--- src/rtl/lsu_arbiter.sv ---
// ---------------------------------------------------------------------------
// lsu_arbiter
//
// Shares one LSU port between two requesters. Requester 0 is the CPU memory
// stage and requester 1 is the debug/DMA port. Every accepted request goes
// through a fixed multi-cycle sequence. The latched address and control stay
// stable on the LSU port for the whole access. Load data is captured at the
// end of the access and returned with a one-cycle response pulse. Misaligned
// or malformed requests never reach the LSU as a write, and they are answered
// with an error response.
//
// Parameters
//   FIXED_PRIO          0: round-robin on conflict, 1: requester 0 always wins
//
// Ports
//   i_clk, i_reset      clock and synchronous active-high reset
//   i_reqN_valid        request N pending, held stable until accepted
//   o_reqN_ready        request N accepted this cycle (valid & ready)
//   i_reqN_addr         byte address
//   i_reqN_wdata        store data, right-aligned
//   i_reqN_wren         1 = store, 0 = load
//   i_reqN_load_type    0001 byte, 0011 halfword, 1111 word
//   i_reqN_load_signed  sign-extend loads
//   o_rspN_valid        one-cycle response pulse for requester N
//   o_rspN_rdata        load result, 0 for stores and errors
//   o_rspN_err          request was rejected (qualified by o_rspN_valid)
//   o_lsu_*             latched request presented to the LSU
//   i_lsu_ld_data       load data returned by the LSU
// ---------------------------------------------------------------------------
module lsu_arbiter #(
  parameter bit FIXED_PRIO = 1'b0
) (
  input  logic        i_clk,
  input  logic        i_reset,

  input  logic        i_req0_valid,
  output logic        o_req0_ready,
  input  logic [31:0] i_req0_addr,
  input  logic [31:0] i_req0_wdata,
  input  logic        i_req0_wren,
  input  logic [3:0]  i_req0_load_type,
  input  logic        i_req0_load_signed,
  output logic        o_rsp0_valid,
  output logic [31:0] o_rsp0_rdata,
  output logic        o_rsp0_err,

  input  logic        i_req1_valid,
  output logic        o_req1_ready,
  input  logic [31:0] i_req1_addr,
  input  logic [31:0] i_req1_wdata,
  input  logic        i_req1_wren,
  input  logic [3:0]  i_req1_load_type,
  input  logic        i_req1_load_signed,
  output logic        o_rsp1_valid,
  output logic [31:0] o_rsp1_rdata,
  output logic        o_rsp1_err,

  output logic [31:0] o_lsu_addr,
  output logic [31:0] o_lsu_st_data,
  output logic        o_lsu_wren,
  output logic [3:0]  o_lsu_load_type,
  output logic        o_lsu_load_signed,
  input  logic [31:0] i_lsu_ld_data
);

  localparam logic [2:0] IDLE   = 3'd0;
  localparam logic [2:0] ST_ACC = 3'd1;
  localparam logic [2:0] LD_ACC = 3'd2;
  localparam logic [2:0] LD_CAP = 3'd3;
  localparam logic [2:0] ERR    = 3'd4;

  logic [2:0]  state_q, state_d;
  logic        last_grant_q, last_grant_d;
  logic        id_q, id_d;
  logic [31:0] addr_q, addr_d;
  logic [31:0] wdata_q, wdata_d;
  logic        wren_q, wren_d;
  logic [3:0]  load_type_q, load_type_d;
  logic        load_signed_q, load_signed_d;

  logic        rsp0_valid_q, rsp0_valid_d;
  logic        rsp1_valid_q, rsp1_valid_d;
  logic        rsp0_err_q, rsp0_err_d;
  logic        rsp1_err_q, rsp1_err_d;
  logic [31:0] rsp0_rdata_q, rsp0_rdata_d;
  logic [31:0] rsp1_rdata_q, rsp1_rdata_d;

  logic        grant0, grant1;
  logic        accept;
  logic        rsp_fire;

  logic [31:0] sel_addr;
  logic [31:0] sel_wdata;
  logic        sel_wren;
  logic [3:0]  sel_load_type;
  logic        sel_load_signed;
  logic        sel_bad;

  // Conflict resolution. With round-robin, last_grant_q names the requester
  // that won most recently, so the other one wins the next conflict. Reset
  // leaves last_grant_q at 1 so requester 0 wins the first conflict.
  always_comb begin
    grant0 = 1'b0;
    grant1 = 1'b0;
    if (i_req0_valid && i_req1_valid) begin
      if (FIXED_PRIO || last_grant_q) begin
        grant0 = 1'b1;
      end else begin
        grant1 = 1'b1;
      end
    end else begin
      grant0 = i_req0_valid;
      grant1 = i_req1_valid;
    end
  end

  assign o_req0_ready = (state_q == IDLE) & grant0 & ~i_reset;
  assign o_req1_ready = (state_q == IDLE) & grant1 & ~i_reset;
  assign accept       = o_req0_ready | o_req1_ready;

  // Fields of whichever requester is granted. The mux is only used on accept.
  always_comb begin
    if (grant1) begin
      sel_addr        = i_req1_addr;
      sel_wdata       = i_req1_wdata;
      sel_wren        = i_req1_wren;
      sel_load_type   = i_req1_load_type;
      sel_load_signed = i_req1_load_signed;
    end else begin
      sel_addr        = i_req0_addr;
      sel_wdata       = i_req0_wdata;
      sel_wren        = i_req0_wren;
      sel_load_type   = i_req0_load_type;
      sel_load_signed = i_req0_load_signed;
    end
  end

  // A request is malformed when the size code is unknown or when the address
  // is not naturally aligned for that size. Such requests are diverted to ERR
  // so that memory and I/O registers are never touched.
  always_comb begin
    sel_bad = 1'b0;
    case (sel_load_type)
      4'b0001: sel_bad = 1'b0;
      4'b0011: sel_bad = sel_addr[0];
      4'b1111: sel_bad = |sel_addr[1:0];
      default: sel_bad = 1'b1;
    endcase
  end

  // Sequencer. The request is latched on accept, and the fixed access
  // sequence that follows depends only on the latched request.
  always_comb begin
    state_d       = state_q;
    last_grant_d  = last_grant_q;
    id_d          = id_q;
    addr_d        = addr_q;
    wdata_d       = wdata_q;
    wren_d        = wren_q;
    load_type_d   = load_type_q;
    load_signed_d = load_signed_q;
    case (state_q)
      IDLE: begin
        if (accept) begin
          id_d          = grant1;
          last_grant_d  = grant1;
          addr_d        = sel_addr;
          wdata_d       = sel_wdata;
          wren_d        = sel_wren;
          load_type_d   = sel_load_type;
          load_signed_d = sel_load_signed;
          if (sel_bad) begin
            state_d = ERR;
          end else if (sel_wren) begin
            state_d = ST_ACC;
          end else begin
            state_d = LD_ACC;
          end
        end
      end
      ST_ACC:  state_d = IDLE;
      LD_ACC:  state_d = LD_CAP;
      LD_CAP:  state_d = IDLE;
      ERR:     state_d = IDLE;
      default: state_d = IDLE;
    endcase
  end

  // The response is registered on the way out of each terminal state, so the
  // pulse lands in the IDLE cycle that follows. Only the latched requester
  // sees it. rdata is zero unless the access was a completed load.
  always_comb begin
    rsp_fire     = (state_q == ST_ACC) | (state_q == LD_CAP) | (state_q == ERR);
    rsp0_valid_d = rsp_fire & ~id_q;
    rsp1_valid_d = rsp_fire & id_q;
    rsp0_err_d   = (state_q == ERR) & ~id_q;
    rsp1_err_d   = (state_q == ERR) & id_q;
    rsp0_rdata_d = ((state_q == LD_CAP) && !id_q) ? i_lsu_ld_data : 32'd0;
    rsp1_rdata_d = ((state_q == LD_CAP) && id_q) ? i_lsu_ld_data : 32'd0;
  end

  // State and latched request. A reset in the middle of an access drops
  // the access. No response is produced for it.
  always_ff @(posedge i_clk) begin
    if (i_reset) begin
      state_q       <= IDLE;
      last_grant_q  <= 1'b1;
      id_q          <= 1'b0;
      addr_q        <= 32'd0;
      wdata_q       <= 32'd0;
      wren_q        <= 1'b0;
      load_type_q   <= 4'd0;
      load_signed_q <= 1'b0;
    end else begin
      state_q       <= state_d;
      last_grant_q  <= last_grant_d;
      id_q          <= id_d;
      addr_q        <= addr_d;
      wdata_q       <= wdata_d;
      wren_q        <= wren_d;
      load_type_q   <= load_type_d;
      load_signed_q <= load_signed_d;
    end
  end

  // Response registers.
  always_ff @(posedge i_clk) begin
    if (i_reset) begin
      rsp0_valid_q <= 1'b0;
      rsp1_valid_q <= 1'b0;
      rsp0_err_q   <= 1'b0;
      rsp1_err_q   <= 1'b0;
      rsp0_rdata_q <= 32'd0;
      rsp1_rdata_q <= 32'd0;
    end else begin
      rsp0_valid_q <= rsp0_valid_d;
      rsp1_valid_q <= rsp1_valid_d;
      rsp0_err_q   <= rsp0_err_d;
      rsp1_err_q   <= rsp1_err_d;
      rsp0_rdata_q <= rsp0_rdata_d;
      rsp1_rdata_q <= rsp1_rdata_d;
    end
  end

  assign o_rsp0_valid = rsp0_valid_q;
  assign o_rsp1_valid = rsp1_valid_q;
  assign o_rsp0_err   = rsp0_err_q;
  assign o_rsp1_err   = rsp1_err_q;
  assign o_rsp0_rdata = rsp0_rdata_q;
  assign o_rsp1_rdata = rsp1_rdata_q;

  // The write strobe is gated by reset combinationally. A reset that arrives
  // during ST_ACC therefore cannot let the store reach memory.
  assign o_lsu_addr        = addr_q;
  assign o_lsu_st_data     = wdata_q;
  assign o_lsu_wren        = (state_q == ST_ACC) & ~i_reset;
  assign o_lsu_load_type   = load_type_q;
  assign o_lsu_load_signed = load_signed_q;

endmodule

--- config.mk ---
export PLATFORM = sky130hd
export DESIGN_NAME = lsu_arbiter
export DESIGN_NICKNAME = d
export VERILOG_FILES = /design/src/rtl/lsu_arbiter.sv
export SDC_FILE = /design/constraint.sdc
export NUM_CORES = 1
export LEC_CHECK = 0
export CAP_MARGIN = 10
export CORE_ASPECT_RATIO = 1.25
export CORE_MARGIN = 3
export CORE_UTILIZATION = 35
export DETAILED_ROUTE_END_ITERATION = 8
export PLACE_DENSITY = 0.77
export SLEW_MARGIN = 20
export SYNTH_ARGS = -nofsm -noshare
export SYNTH_HDL_FRONTEND = slang
export SYNTH_SLANG_ARGS = --single-unit
--- constraint.sdc ---
create_clock -name i_clk -period 1.38 [get_ports i_clk]
set_input_delay 0.207 -clock i_clk [delete_from_list [all_inputs] [get_ports i_clk]]
set_output_delay 0.207 -clock i_clk [all_outputs]
set_load 0.02 [all_outputs]
==> run_results.csv, run 1 <==
group,metric,value,unit
cells_and_area,fillers,1307,
cts,numCtsBuffers,17,
cts,cts_tree,"built",
worst_setup_path,path_class,"reg2reg",
timing,timing.fmax,0.547,GHz
timing,hold_viol,0,
placement,place_area,0.00919,mm2
timing,final-setup-viol-count,109,
timing,slew_viol_final,0,
logic_synthesis,syn_nets,745,
timing,fin_crit_sh,132,%
cts,root_buffer,"clkbuf_16",
worst_setup_path,path_common_cell,"buf_12",
grt,grt_pass1_wl,31.0,mm
cells_and_area,final_common_cell,"clkdlybuf4s50_1",
cts,clockBufferDepth,2,
drt,ant_nets,0,
hold_path,hold_depth,6,
grt,met2_usage,39.8,%
pwr,peakVddDrop,0.724,mV
floorplan,die_x,119,um
grt,grt_use_met3,7.81,%
floorplan,rows,51,
logic_synthesis,yosys_warnings,0,
placement,io_buffers,315,
logic_synthesis,synth_edf_count,0,
pwr,p_leak,0.00469,uW
drt,wl_per_cell,17.0,um
worst_setup_path,cpLargestDelayFamily,"buffers and inverters",
worst_setup_path,cp_num_cells,9,
logic_synthesis,async_flop_share,0,%
logic_synthesis,yosysUniqueCellTypes,29,
cells_and_area,seq_area,0.00285,mm2
timing,worstMarginPinSlew,0.433,ns
floorplan,die_area,0.0176,mm2
drt,vias,5613,
drt,route.detailed.drc,0,
drt,via_per_inst,4.77,
placement,globalplace.congestion,0.774,
drt,dr.first_iter.drc_count,252,
worst_setup_path,worstPathArrival,2.15,ns
floorplan,initial_utilization,35.8,%
logic_synthesis,netlist_instances,569,
grt,grt-ovfl-total,0,
logic_synthesis,synth-seq-area-share,50.5,%
timing,max-slew-margin-rel,71.1,%
worst_setup_path,critPathBufInv,5,
cells_and_area,areaGrowthSynthToFinish,87.6,%
cells_and_area,design_area,0.0106,mm2
floorplan,dieHeight,148,um
cts,path_clk_slew,0.07,ns
grt,antenna_found_initial,1,
drt,wl,20.0,mm
cells_and_area,final_cell_mix,"174 x clkdlybuf4s50_1, 140 x dfxtp_1, 139 x nand2_1",
cells_and_area,multi_input_area,0.00269,mm2
timing,setup_slack,-0.447,ns
worst_setup_path,crit_path_max_incr_delay,0.33,ns
grt,grt_pass1_vias,5804,
timing,rsz0062_at_grt,"true",
grt,met1_usage,23.7,%
grt,grt_max_degree,53,
grt,grt-busiest-layer,"met2",
timing,finalCriticalPeriod,1.83,ns
cts,cts_hold_buf,0,
cells_and_area,finalNonFillerCells,1177,
cts,h-tree-depth,4,
status,run_status,"finished with violations",
worst_setup_path,critPathRequiredTime,1.71,ns
logic_synthesis,synth.ff_latch_count,142,
placement,dpl.hpwl,13.2,mm
logic_synthesis,synth.cell_area,0.00563,mm2
floorplan,core-area,0.0157,mm2
pwr,cellPowerDensity,1110,mW/mm2
status,violations,"negative setup slack",
logic_synthesis,ys.flop_type,"dfxtp_1",
worst_setup_path,r2r_cells,9,
job,maxCapViolations,0,
drt,firstDrtPassIters,4,
cts,cts_sinks,142,
logic_synthesis,avgSynthCellArea,9.89,um2
cells_and_area,drive_above_1_share,27.8,%
hold_path,worstHoldPathType,"in2reg",
worst_setup_path,crit_chain,"nor4_4 -> buf_4 -> buf_6 -> o21a_4 -> buf_12 -> buf_12 -> buf_12 -> nor2_4 -> a311oi_2",
placement,dp.cells,1089,
grt,grt_usage,22.2,%
worst_setup_path,critPathMaxFanout,8,
cells_and_area,nets,1127,
floorplan,ios,316,
worst_setup_path,setup.worst_path.end_class,"register",
timing,holdWs,0.358,ns
timing,clock_skew,0.0111,ns
worst_setup_path,startpoint_type,"register",
worst_setup_path,slowest_stage,"dfxtp_2",
cts,clk_latency,0.42,ns
[cell usage after synthesis (2+ instances only)]
library cell | number | area (um2)
a311oi_2 | 68 | 1020
nor2_2 | 3 | 18.8
and2_1 | 65 | 407
nor3_1 | 4 | 20.0
o21ai_0 | 3 | 15.0
clkbuf_1 | 27 | 101
buf_8 | 2 | 30.0
a21oi_1 | 3 | 15.0
nor2_1 | 71 | 267
buf_4 | 2 | 15.0
a41oi_1 | 2 | 17.5
inv_1 | 4 | 15.0
nand2_1 | 141 | 529
a211oi_1 | 3 | 22.5
buf_6 | 14 | 158
and3_1 | 2 | 12.5
dfxtp_1 | 142 | 2840
o31ai_1 | 2 | 15.0
[repair_timing]
action / CTS / global route
setup buffers: 44 / 7
gates cloned: 7 / 2
setup endpoints to repair: 232 / 159
pin swaps: 25 / 32
gates resized for setup: 240 / 51
[worst min-delay path, stage by stage]
cell and delay [ns]:
buf_4 0.10, nor4_4 0.04, buf_4 0.14, nand2_4 0.05, buf_4 0.12, o31ai_1 0.07
[per-stage QoR]
stage                     setup TNS, ns  worst slack (ns)  utilization [%]  power [uW]
final                            -31.86            -0.447             67.2       11800
after global routing             -39.26            -0.494             67.2       12300
after CTS                        -27.99            -0.422             66.4       11800
after detailed placement         -35.25            -0.488             58.5        6920
after global placement           -33.08            -0.467             58.5        6880
after floorplan                   -4.35           -0.0652                -        5730
[routing by layer]
layer	share of wire [%]	routed length (um)
met3	7.3	1460
met4	3.0	599
met5	0	0
met2	52	10300
met1	38	7550
[flip-flops by register name (all words and copies together) (netlist names)]
register and cells:
o_lsu_addr 32, state_q 3, o_rsp0_rdata 32, o_rsp0_err 1, o_lsu_load_signed 1, o_lsu_load_type 4
o_rsp0_valid 1, o_lsu_st_data 32, o_rsp1_rdata 32, o_rsp1_valid 1, id_q 1, o_rsp1_err 1
last_grant_q 1
[cell type report]
| type | count | area share (%) |
|---|---|---|
| Antenna cell | 1 | 0.0237 |
| Multi-Input combinational cell | 378 | 25.5 |
| Clock inverter | 15 | 1.64 |
| Timing Repair Buffer | 408 | 39.2 |
| Sequential cell | 142 | 27.0 |
| Clock buffer | 17 | 4.03 |
| Tap cell | 212 | 2.51 |
| Inverter | 4 | 0.142 |
[path summary, 6_finish.rpt]
kind | end | slack [ns] | start
worst max-delay path | o_lsu_addr[25] | -0.45 | state_q[0]
worst min-delay path | state_q[0] | 0.36 | i_reset
worst max register to register | o_lsu_addr[25] | -0.45 | state_q[0]
worst min register to register | o_lsu_addr[2] | 0.51 | o_lsu_addr[2]
[kinds of logic after synthesis]
logic type	share of synthesized area (%)
AOI/OAI and AO/OA	20.5
buffers and inverters	5.67
DFF	50.5
and+or+nand+nor	23.3
[where the power goes]
part,leakage (uW),switching (uW),total (uW),internal (uW)
clock,0.000287,2010,4590,2590
sequential,0.00116,141,4460,4320
combinational,0.00325,1260,2710,1460
total,0.00469,3410,11800,8360
Power figures use the tool's default switching activity.
==> run 2, diff against run 1 <==
Settings changed: CELL_PAD_IN_SITES_DETAIL_PLACEMENT set to 2, CELL_PAD_IN_SITES_GLOBAL_PLACEMENT set to 2, CORE_UTILIZATION 35 to 19, PLACE_DENSITY 0.77 to unset, PLACE_DENSITY_LB_ADDON set to 0.1.
==> run_results.csv, run 2 (synthesis results as in run 1) <==
group,metric,value,unit
worst_setup_path,crit_path_max_incr_delay,0.33,ns
cts,path_clk_slew,0.07,ns
worst_setup_path,worstPathArrival,2.12,ns
grt,antenna_found_initial,1,
worst_setup_path,setup.worst_path.end_class,"register",
timing,worstMarginPinSlew,0.591,ns
placement,globalplace.congestion,0.693,
cells_and_area,nets,1121,
worst_setup_path,path_class,"reg2reg",
grt,grt-ovfl-total,0,
floorplan,rows,69,
drt,dr.first_iter.drc_count,88,
cells_and_area,final_util,37.6,%
cts,root_buffer,"clkbuf_16",
cts,clk_latency,0.44,ns
worst_setup_path,rrSetupSlack,-0.40,ns
pwr,report.power.total,12000,uW
cells_and_area,num_antenna_cells,0,
timing,finalCriticalPeriod,1.78,ns
drt,vias,5729,
timing,hold_viol,0,
cts,cts_tree,"built",
cts,clockBufferDepth,2,
timing,final-setup-viol-count,133,
worst_setup_path,crit_chain,"nor4_4 -> buf_4 -> buf_6 -> o21a_4 -> buf_12 -> clkbuf_16 -> nor2_1 -> a311oi_2",
job,maxCapViolations,0,
grt,grt_pass1_vias,6474,
timing,rsz0062_at_grt,"true",
worst_setup_path,critPathRequiredTime,1.72,ns
floorplan,dieHeight,198,um
drt,wl,27.3,mm
cells_and_area,drive_above_1_share,29.5,%
grt,grt_max_degree,42,
status,violations,"negative setup slack",
worst_setup_path,slowest_stage,"dfxtp_2",
status,run_status,"finished with violations",
floorplan,die_x,160,um
floorplan,ios,316,
drt,ant_nets,0,
drt,route.detailed.drc,0,
cells_and_area,final_common_cell,"clkdlybuf4s50_1",
worst_setup_path,startpoint_type,"register",
placement,dpl_worst_slack,-0.520,ns
floorplan,initial_utilization,19.5,%
floorplan,die_area,0.0317,mm2
cells_and_area,areaGrowthSynthToFinish,92.5,%
cells_and_area,finalNonFillerCells,1348,
timing,fin_crit_sh,129,%
timing,clock_skew,0.0154,ns
pwr,peakVddDrop,0.574,mV
grt,grt_pass1_wl,39.8,mm
worst_setup_path,critPathMaxFanout,9,
placement,io_buffers,315,
hold_path,worstHoldPathType,"in2reg",
timing,setup_tns,-29.15,ns
drt,firstDrtPassIters,4,
timing,setup_slack,-0.398,ns
cts,cts_sinks,142,
timing,max-slew-margin-rel,60.2,%
floorplan,core-area,0.0288,mm2
drt,wl_per_cell,20.2,um
cts,cts_hold_buf,0,
placement,dpl.hpwl,18.3,mm
cts,h-tree-depth,4,
timing,slew_viol_final,0,
drt,via_per_inst,4.25,
pwr,p_leak,0.00464,uW
cts,numCtsBuffers,17,
pwr,cellPowerDensity,1100,mW/mm2
grt,grt_usage,16.6,%
timing,timing.fmax,0.563,GHz
placement,dp.cells,1272,
cells_and_area,final_cell_mix,"174 x clkdlybuf4s50_1, 140 x dfxtp_1, 139 x nand2_1",
-- run 2: changes by cell type in the layout (fill, tap and decap cells not counted), moves of 3 or more --
cell | previous run | this run
dlygate4sd2_1 | 115 | 91
buf_4 | 48 | 33
clkdlybuf4s15_1 | 12 | 27
and2_1 | 46 | 35
and2_4 | 19 | 30
clkbuf_2 | 8 | 18
nor2_4 | 12 | 6
buf_16 | 6 | 9
buf_8 | 5 | 8
nor2_1 | 44 | 47
nor2_2 | 18 | 21
-- run 2: critical path: cells and delay by family, from the launching register on --
kind | cells | cell delay [ns]
buf+inv | 4 | 0.61
compound gates | 2 | 0.43
flops | 1 | 0.33
simple gates | 2 | 0.30
-- run 2: repair_timing --
action,in CTS,in global routing
pin swaps,16,47
resized for setup,209,137
hold endpoints to repair,0,0
setup endpoints to repair,277,178
gates cloned,12,5
setup buffers,18,14
-- run 2: cell type report --
class                           count  area [um2]
Clock buffer                       17         425
Clock inverter                     15         153
Fill cell                        3150       18000
Inverter                            4        15.0
Multi-Input combinational cell    378        2700
Sequential cell                   142        2850
Tap cell                          390         488
Timing Repair Buffer              402        4200
-- run 2: path summary, 6_finish.rpt --
check                           from            endpoint  cells after the start
setup reg to reg          state_q[0]      o_lsu_addr[12]                      8
hold reg to reg   o_lsu_load_type[0]  o_lsu_load_type[0]                      2
setup / recovery          state_q[0]      o_lsu_addr[12]                      8
hold / removal               i_reset        last_grant_q                      5
-- run 2: where the power goes --
group / leakage (uW) / internal (uW) / switching (uW)
Clock: 0.000277 / 2540 / 2090
Sequential: 0.00116 / 4320 / 141
Combinational: 0.00321 / 1490 / 1370
Total: 0.00464 / 8360 / 3600
-- run 2: per-layer routing --
metal  GRT usage, %  part of all wire, %
met4           4.53                  1.6
met3           5.79                  6.6
met5              0                0.048
met1           16.2                   36
met2           32.8                   56
-- run 2: stage by stage --
step           hold WS (ns)  instance area, um2
2_1_floorplan         0.312                5660
3_3_place_gp          0.471                9420
3_5_place_dp          0.480                9420
4_1_cts               0.330               10500
5_1_grt               0.349               10800
6_report              0.342               10800
